$ cat config.mk
export PLATFORM = sky130hd
export DESIGN_NAME = updown_counter_disp
export DESIGN_NICKNAME = d
export VERILOG_FILES = /design/src/rtl/updown_counter_disp_pkg.sv /design/src/rtl/updown_counter_disp_seg7.sv /design/src/rtl/updown_counter_disp.sv
export SDC_FILE = /design/constraint.sdc
export NUM_CORES = 1
export LEC_CHECK = 0
export CELL_PAD_IN_SITES_DETAIL_PLACEMENT = 1
export CELL_PAD_IN_SITES_GLOBAL_PLACEMENT = 2
export CORE_MARGIN = 5
export CORE_UTILIZATION = 34
export CTS_CLUSTER_SIZE = 16
export DETAILED_ROUTE_END_ITERATION = 7
export HOLD_SLACK_MARGIN = 0.02
export PLACE_DENSITY = 0.83
export SYNTH_ARGS = -nofsm -noshare
export SYNTH_HDL_FRONTEND = slang
export SYNTH_SLANG_ARGS = --single-unit
$ cat constraint.sdc
create_clock -name clk -period 4.81 [get_ports clk]
set_clock_uncertainty 0.2 [all_clocks]
set_input_delay 0.962 -clock clk [delete_from_list [all_inputs] [get_ports clk]]
set_output_delay 0.962 -clock clk [all_outputs]
set_load 0.005 [all_outputs]
$ cat src/rtl/updown_counter_disp_pkg.sv
// updown_counter_disp_pkg: 7-segment glyphs (bit order gfedcba) and segment bit positions
package updown_counter_disp_pkg;
  localparam int SEG_A = 0;
  localparam int SEG_B = 1;
  localparam int SEG_C = 2;
  localparam int SEG_D = 3;
  localparam int SEG_E = 4;
  localparam int SEG_F = 5;
  localparam int SEG_G = 6;
  localparam logic [6:0] SEG_0 = 7'h3f;
  localparam logic [6:0] SEG_1 = 7'h06;
  localparam logic [6:0] SEG_2 = 7'h5b;
  localparam logic [6:0] SEG_3 = 7'h4f;
  localparam logic [6:0] SEG_4 = 7'h66;
  localparam logic [6:0] SEG_5 = 7'h6d;
  localparam logic [6:0] SEG_6 = 7'h7d;
  localparam logic [6:0] SEG_7 = 7'h07;
  localparam logic [6:0] SEG_8 = 7'h7f;
  localparam logic [6:0] SEG_9 = 7'h6f;
  localparam logic [6:0] SEG_HA = 7'h77;
  localparam logic [6:0] SEG_HB = 7'h7c;
  localparam logic [6:0] SEG_HC = 7'h39;
  localparam logic [6:0] SEG_HD = 7'h5e;
  localparam logic [6:0] SEG_HE = 7'h79;
  localparam logic [6:0] SEG_HF = 7'h71;
endpackage

$ cat src/rtl/updown_counter_disp_seg7.sv
// seg7_hex_decode: combinational hex nibble to active-high segment pattern
module seg7_hex_decode
  import updown_counter_disp_pkg::*;
(
  input  logic [3:0] hex,
  output logic [6:0] seg
);
  always_comb begin
    case (hex)
      4'h0: seg = SEG_0;
      4'h1: seg = SEG_1;
      4'h2: seg = SEG_2;
      4'h3: seg = SEG_3;
      4'h4: seg = SEG_4;
      4'h5: seg = SEG_5;
      4'h6: seg = SEG_6;
      4'h7: seg = SEG_7;
      4'h8: seg = SEG_8;
      4'h9: seg = SEG_9;
      4'ha: seg = SEG_HA;
      4'hb: seg = SEG_HB;
      4'hc: seg = SEG_HC;
      4'hd: seg = SEG_HD;
      4'he: seg = SEG_HE;
      default: seg = SEG_HF;
    endcase
  end
endmodule

$ cat src/rtl/updown_counter_disp.sv
// updown_counter_disp: up/down counter with load, modulus, wrap/saturate and scanned hex display
module updown_counter_disp
  import updown_counter_disp_pkg::*;
#(
  parameter int WIDTH    = 8,
  parameter int MAX_VAL  = 255,
  parameter int SATURATE = 0,
  parameter int SCAN_DIV = 4,
  localparam int NDIG    = (WIDTH + 3) / 4
) (
  input  logic             clk,
  input  logic             rst,
  input  logic             en,
  input  logic             updown,
  input  logic             load,
  input  logic [WIDTH-1:0] load_val,
  output logic [WIDTH-1:0] out,
  output logic             tc,
  output logic [6:0]       seg,
  output logic             dp,
  output logic [NDIG-1:0]  digit
);
  localparam int IW = NDIG > 1 ? $clog2(NDIG) : 1;
  localparam int PW = SCAN_DIV > 1 ? $clog2(SCAN_DIV) : 1;
  localparam logic [WIDTH-1:0] MAXV = WIDTH'(MAX_VAL);
  logic dir, hi, lo, tick, nxt_tc;
  logic [WIDTH-1:0] nxt;
  logic [PW-1:0] presc;
  logic [IW-1:0] idx;
  logic [4*NDIG-1:0] wide;
  logic [3:0] nib;
  logic [6:0] glyph;
  // an out-of-range count is a limit step in either direction
  assign hi = out >= MAXV;
  assign lo = out == '0 || out > MAXV;
  assign tick = presc == PW'(SCAN_DIV - 1);
  assign wide = (4*NDIG)'(out);
  assign nib = wide[4*idx +: 4];
  always_comb begin
    nxt = out;
    nxt_tc = 1'b0;
    if (load) nxt = load_val > MAXV ? MAXV : load_val;
    else if (en && updown) begin
      nxt = hi ? (SATURATE != 0 ? out : '0) : out + 1'b1;
      nxt_tc = hi;
    end else if (en) begin
      nxt = lo ? (SATURATE != 0 ? out : MAXV) : out - 1'b1;
      nxt_tc = lo;
    end
  end
  seg7_hex_decode u_dec (.hex(nib), .seg(glyph));
  always_ff @(posedge clk or negedge rst) begin
    if (!rst) begin
      out <= '0;
      tc <= 1'b0;
      seg <= '0;
      dp <= 1'b0;
      digit <= '0;
      dir <= 1'b1;
      idx <= '0;
      presc <= '0;
    end else begin
      out <= nxt;
      tc <= nxt_tc;
      if (en && !load) dir <= updown;
      presc <= tick ? '0 : presc + 1'b1;
      if (tick) idx <= idx == IW'(NDIG - 1) ? '0 : idx + 1'b1;
      digit <= NDIG'(1) << idx;
      seg <= glyph;
      dp <= dir & (idx == '0);
    end
  end
endmodule

# Yosys cells after proc, flatten, opt, wreduce, memory -nomap -nowiden
# Memories as Yosys holds them, arrays and structs flattened. A register that Yosys moved wholly into a read port is not among the register bits.
# Cells that the tools add are included.
# word_totals
regBits	16
latchBits	0
ramBits	0
rom_bits	112
inputBits	13
output_inout_bits	19
word_cells	38
memories	1
# memory_table
name	words	width	read_ports	rd_clocked_by_memory_dff	write_ports	line	rtl
(name not given)	16	7	1	1	0	updown_counter_disp_seg7.sv:9	case (hex)
# classes
addsub	4
multipliers	0
n_div	0
n_lt_le_gt_ge	3
n_eq_ne	1
shifts	2
n_mux	11
n_bitwise	2
reduce_logical	7
# op_table
op	n
$mux 8	6
$gt 8x8->1 const B	2
$add 8x1->8 const B	1
$ge 8x8->1 const B	1
$logic_not 8->1	1
$shiftx 8x4->4	1
$sub 8x1->8 const B	1
$mux 1	4
$reduce_bool 3->1	1
$add 2x1->2 const B	1
$eq 2x2->1 const B	1
$logic_and 1x1->1	2
$logic_not 1->1	2
$mux 2	1
$shl 1x1->2 const A	1
$add 1x1->1 const B	1
$and 1x1->1	1
$logic_or 1x1->1	1
$not 1->1	1

# Longest topological paths before layout
# Gate-level depths: netlist of run 1.
# logic_depth
word_depth	6
depth_mapped	7
depth_no_buf	6

# Modules after synthesis
# From an unflattened synthesis of run 1, not the netlist that was laid out.
# hier_totals
cells_unflattened	161
area_unflattened_um2	1577.8
# by_module_without_submodules
mod	n_inst	cells_each	area_per_inst_um2	seq_area_each_um2
updown_counter_disp	1	128	1290.0	576.8
seg7_hex_decode	1	33	287.8	0.0

# Worst setup path after synthesis of run 1
# OpenSTA, ideal clock, no wires.
# synth_path
path_kind	input to register
start	input updown
end	register out[0]
setup_time_ns	0.121
t_arrival_ns	1.946
required_time_ns	4.489
setup_slack_ns	2.543
path_stages	5
n_path_buf	1
path_cell_list	clkbuf_1 inv_1 nor4_2 o221ai_1 a22o_1
# synth_between
elab_chain_cells	3
word_cells_on_any_way	4
classes_between	mux (2); reduce/logical (2)
# synth_lines
item	line	rtl
start, declared	updown_counter_disp.sv:14	input logic updown,
$logic_and 1x1->1 *	updown_counter_disp.sv:43	else if (en && updown) begin
$mux 8	updown_counter_disp.sv:43	
$mux 8	updown_counter_disp.sv:42	if (load) nxt = load_val > MAXV ? MAXV : load_val;
end signal, assigned	updown_counter_disp.sv:63	out <= nxt;
end, declared	updown_counter_disp.sv:17	output logic [WIDTH-1:0] out,
# Mark *: on every way between the ends. The rest lies on a longest branch, timed or not.
# A chain may end at the register's enable or synchronous reset.

# Worst setup path after layout of run 1
# layout_path
start	register out[3]
end	output out[3]
# No word-level cell between the ends.

==> out/results.ini, run 1 <==
[clocking]
post_cts_buffers = 0
cts-root-buf = clkbuf_8
cts.sinks = 23
clock_latency_ns = 0.28
cts_tree = done
cts_max_level = 1
cts_hold_buf = 0
clockBufferDepth = 2
cts_resized = 0
numCtsBuffers = 3
clkSlewWorstSetupHoldPaths_ns = 0.08

[power]
power_uw = 570.3
peakVddDrop_mv = 0.1392
power_density_nw_per_um2 = 292.9
p_leak_uw = 0.0007804

[worst_hold_path]
min_delay_path_depth = 1
min_to = presc[0]
min_from = presc[0]
hold_path.class = register to register

[die]
rows = 24
core_area_um2 = 4444
dieWidth_um = 78.31
die_area_um2 = 6132
die_y_um = 78.31
io-pin-count = 32
initial_utilization = 0.3570

[job]
cap_violations = 0

[grt]
grt_max_degree = 24
first_global_vias = 1518
grt_pass1_wl_um = 7659
gr-total-overflow = 0
antenna_found_initial = 0
grt_usage = 0.1558

[finish]
design.final.nets = 214
stdcell_count = 241
layout_commonest_cell = clkdlybuf4s50_1
final_cell_mix = 31 x clkdlybuf4s50_1, 22 x dfrtp_1, 12 x nand2_1, 11 x inv_1, 11 x ha_1
drive_gt1_frac = 0.08466
stdcell_area_um2 = 1947
area_delta_synth_final_pct = 22.71
antenna_cells = 0

[synthesis]
yosys_warnings = 0
synth_area_per_cell_um2 = 9.615
synth-seq-cells = 23
synth_area_um2 = 1587
syn-num-nets = 189
yosys_most_used_dff = dfrtp_1
yosysSeqAreaShare = 0.3636
yosysUniqueCellTypes = 56
synth_cells = 165
synth-edff-count = 0
synth-async-reset-ratio = 1.000

[sta]
min_period_over_period = 0.5807
setup_viol = 0
worstMarginPinSlew_ns = 1.094
final-hold-violation-count = 0
period_minus_slack_ns = 2.793
tns_ns = 0
slew_violations = 0
rsz0062_at_grt = no
max_freq_ghz = 0.3580
relSlewSlack = 0.2685

[setup_path]
path_delay_family = flip-flops
cp_max_fo = 16
cp_num_buf_inv = 1
cp_data_arrival_time_ns = 1.63
critPathCaptureType = output port
slowest_stage = dfrtp_1
max_stage_delay_ns = 0.74
r2r_end = seg[5]
start_kind = register
path_class = register to output port
reg2reg_depth = 6
path_cells = clkdlybuf4s50_1
required_ns = 3.65
r2r-start = idx
reg2reg_slack_ns = 2.40

[placement]
gp_congestion = 0.8722
dp.final_hpwl_um = 3229
port_buffers = 31
placedCellCount = 237
post_dp_cell_area_um2 = 1901

[route]
vias = 1419
drc = 0
ant_nets = 0
drt-total-wl_um = 4445
wire_per_inst_um = 18.44
viasPerCell = 5.888
dr.first_iter.drc_count = 57
drtPass1Iterations = 4

[run_status]
status = completed

## stage by stage
| stage | hold WS [ns] | utilization | worst slack [ns] |
|---|---|---|---|
| 2_1_floorplan | 0.1487 | - | 2.543 |
| 3_3_place_gp | 0.2157 | 0.4276 | 1.864 |
| 3_5_place_dp | 0.2243 | 0.4276 | 1.744 |
| 4_1_cts | 0.2364 | 0.4381 | 2.020 |
| 5_1_grt | 0.2661 | 0.4381 | 1.884 |
| 6_report | 0.2322 | 0.4381 | 2.017 |
## synthesized netlist by cell type (all sizes together) (2+ instances only)
cell type  instances  share of area
o221ai             2          0.011
nor2b              2         0.0079
a21oi              8          0.025
dfrtp             22           0.35
xnor2              4          0.022
mux2i              8          0.050
inv               11          0.026
o22a               2          0.011
a211oi             3          0.017
nor2               7          0.017
a31oi              3          0.012
ha                11          0.087
a221o              2          0.013
or3b               3          0.017
o211ai             3          0.014
a211o              2          0.011
nor4               2          0.021
clkbuf             4          0.010
nand2             12          0.028
nor3              10          0.032
o21ai              5          0.016
buf                7          0.028
nand3              5          0.016
a221oi             2          0.011
xor2               2          0.011
## how the worst max path moves through the flow
stage                start     end  cells after the start
floorplan           updown  out[0]                      5
global placement        en  out[2]                      5
detailed placement      en  out[2]                      5
CTS                 out[3]  out[3]                      1
global route          load  out[4]                      5
finish              out[3]  out[3]                      1
## cell type report
class / instances / area [um2]
Clock buffer: 3 / 41.29
Sequential cell: 23 / 576.8
Clock inverter: 1 / 5.005
Tap cell: 52 / 65.06
Fill cell: 508 / 2497
Timing Repair Buffer: 31 / 310.3
Inverter: 11 / 41.29
Multi-Input combinational cell: 120 / 907.1
## sequential cells by signal, summed over array words and instances, names as in the netlist
register  count
digit         2
dir           1
dp            1
idx           1
out           8
presc         2
seg           7
tc            1
## power breakdown
part	internal, uW	switching, uW	leakage [uW]	total [uW]
sequential	216	35.5	0.000266	252
combinational	98.9	89.9	0.000489	189
clock	58.1	71.6	0.0000255	130
## kinds of logic (layout without fill, tap and decap cells)
| family | after synthesis | count (layout) | synth area share |
|---|---|---|---|
| flops | 23 | 23 | 0.3636 |
| compound gates | 47 | 47 | 0.2248 |
| simple gates | 47 | 47 | 0.1696 |
| buf+inv | 22 | 46 | 0.06466 |
| fa+ha+maj | 11 | 11 | 0.08675 |
| mux | 9 | 9 | 0.05757 |
| xor+xnor | 6 | 6 | 0.03312 |
## routing by layer
metal | routed length, um | up-vias | GRT usage
met4 | 105 | 0 | 0.06993
met2 | 2136 | 47 | 0.2603
met3 | 249 | 10 | 0.02860
met1 | 1954 | 703 | 0.1959
li1 | - | 659 | -
met5 | 0 | - | 0
Power figures use the tool's default switching activity.
==> inputs of run 2 (changes only) <==
CORE_UTILIZATION = 31   (was 34)
PLACE_DENSITY = 0.76   (was 0.83)
clock period = 2.75 ns   (was 4.81 ns; I/O delays follow)
==> run 2 against run 1 <==
Worst setup slack lost 1.6 ns. Combinational power grew 83%. Cell count grew 11%. Flip-flop and latch count is the same. Clock power grew 67%. Via count shrank 1.6%. Routed wire length shrank 5.1%. Critical path depth is the same. Non-clock buffer count grew 8.
==> out/results.ini, run 2 (same netlist as run 1, synthesis figures left out) <==
[setup_path]
required_ns = 2.00
path_cells = clkdlybuf4s50_1
critPathCaptureType = output port
path_delay_family = flip-flops
cp_num_buf_inv = 1
max_stage_delay_ns = 0.73
cp_max_fo = 16
path_class = register to output port
cp_data_arrival_time_ns = 1.62
r2r_end = seg[5]
r2r-start = idx
reg2reg_depth = 5
reg2reg_slack_ns = 0.54
slowest_stage = dfrtp_1
start_kind = register

[placement]
gp_congestion = 0.8758
placedCellCount = 263
dp.final_hpwl_um = 3209
port_buffers = 31

[die]
core_area_um2 = 5042
rows = 26
initial_utilization = 0.3146
dieWidth_um = 81.54
die_area_um2 = 6649
io-pin-count = 32
die_y_um = 81.54

[grt]
grt_max_degree = 24
grt_pass1_wl_um = 7293
gr-total-overflow = 0
first_global_vias = 1521
antenna_found_initial = 0
grt_usage = 0.1399

[route]
drtPass1Iterations = 4
drc = 0
vias = 1397
viasPerCell = 5.232
wire_per_inst_um = 15.80
drt-total-wl_um = 4218
ant_nets = 0
dr.first_iter.drc_count = 43

[job]
cap_violations = 0

[finish]
nFillCells = 592
area_delta_synth_final_pct = 27.92
antenna_cells = 0
top_register = out
ff_latch_area_um2 = 576.8
largest_register_ffs = 8
drive_gt1_frac = 0.1218
stdcell_count = 267
multi_input_area_um2 = 907.1
final_cell_mix = 31 x clkdlybuf4s50_1, 22 x dfrtp_1, 12 x nand2_1, 11 x inv_1, 11 x ha_1
layout_commonest_cell = clkdlybuf4s50_1
top_regs = out x8, seg x7
design.final.nets = 222

[clocking]
clockBufferDepth = 2
cts.sinks = 23
numCtsBuffers = 3
cts_tree = done
cts_resized = 0
cts-root-buf = clkbuf_8
cts_max_level = 1
post_cts_buffers = 0
clock_latency_ns = 0.27
cts_hold_buf = 0
clkSlewWorstSetupHoldPaths_ns = 0.10

[worst_hold_path]
min_to = presc[0]
hold_path.class = register to register
min_from = presc[0]
min_delay_path_depth = 1

[sta]
period_minus_slack_ns = 2.370
final-hold-violation-count = 0
tns_ns = 0
rsz0062_at_grt = no
max_freq_ghz = 0.4219
min_period_over_period = 0.8618
setup_viol = 0
slew_violations = 0
worstMarginPinSlew_ns = 0.6121
relSlewSlack = 0.5803

[run_status]
status = completed

[power]
peakVddDrop_mv = 0.2742
p_leak_uw = 0.0008189
power_density_nw_per_um2 = 489.9

## run 2: power by group
part / internal [uW] / switching, uW / total, uW
combinational: 184 / 162 / 346
sequential: 378 / 53.0 / 431
clock: 101 / 116 / 217
total: 664 / 331 / 994
## run 2: worst max-delay path by stage
stage | slack (ns) | cells past startpoint | from | endpoint
2_1_floorplan | 0.75 | 7 | idx | seg[5]
3_3_place_gp | 0.40 | 5 | updown | out[2]
3_5_place_dp | 0.34 | 5 | updown | out[2]
4_1_cts | 0.36 | 1 | out[3] | out[3]
5_1_grt | 0.28 | 1 | out[3] | out[3]
6_report | 0.38 | 1 | out[3] | out[3]
## run 2: per-stage QoR
stage	utilization	instance area, um2	hold WS (ns)	power (uW)	setup slack, ns
after global placement	0.3933	1983	0.2145	781.3	0.4041
after floorplan	-	1587	0.05441	628.5	0.7489
after CTS	0.4025	2029	0.2325	1010	0.3556
final	0.4025	2029	0.2325	994.2	0.3800
after detailed placement	0.3933	1983	0.2213	787.3	0.3423
after global routing	0.4025	2029	0.2533	1065	0.2803
## run 2: cell type report
class / instances / area share
clock inverter: 1 / 0.002466
sequential: 23 / 0.2842
tap: 70 / 0.04316
multi-input combinational: 120 / 0.4470
inverter: 11 / 0.02035
timing repair buffer: 39 / 0.1825
clock buffer: 3 / 0.02035
## run 2: per-layer routing
layer | part of all wire | global-route usage
met3 | 0.048 | 0.03289
met5 | 0 | 0
met1 | 0.43 | 0.1695
met2 | 0.51 | 0.2459
met4 | 0.011 | 0.03885
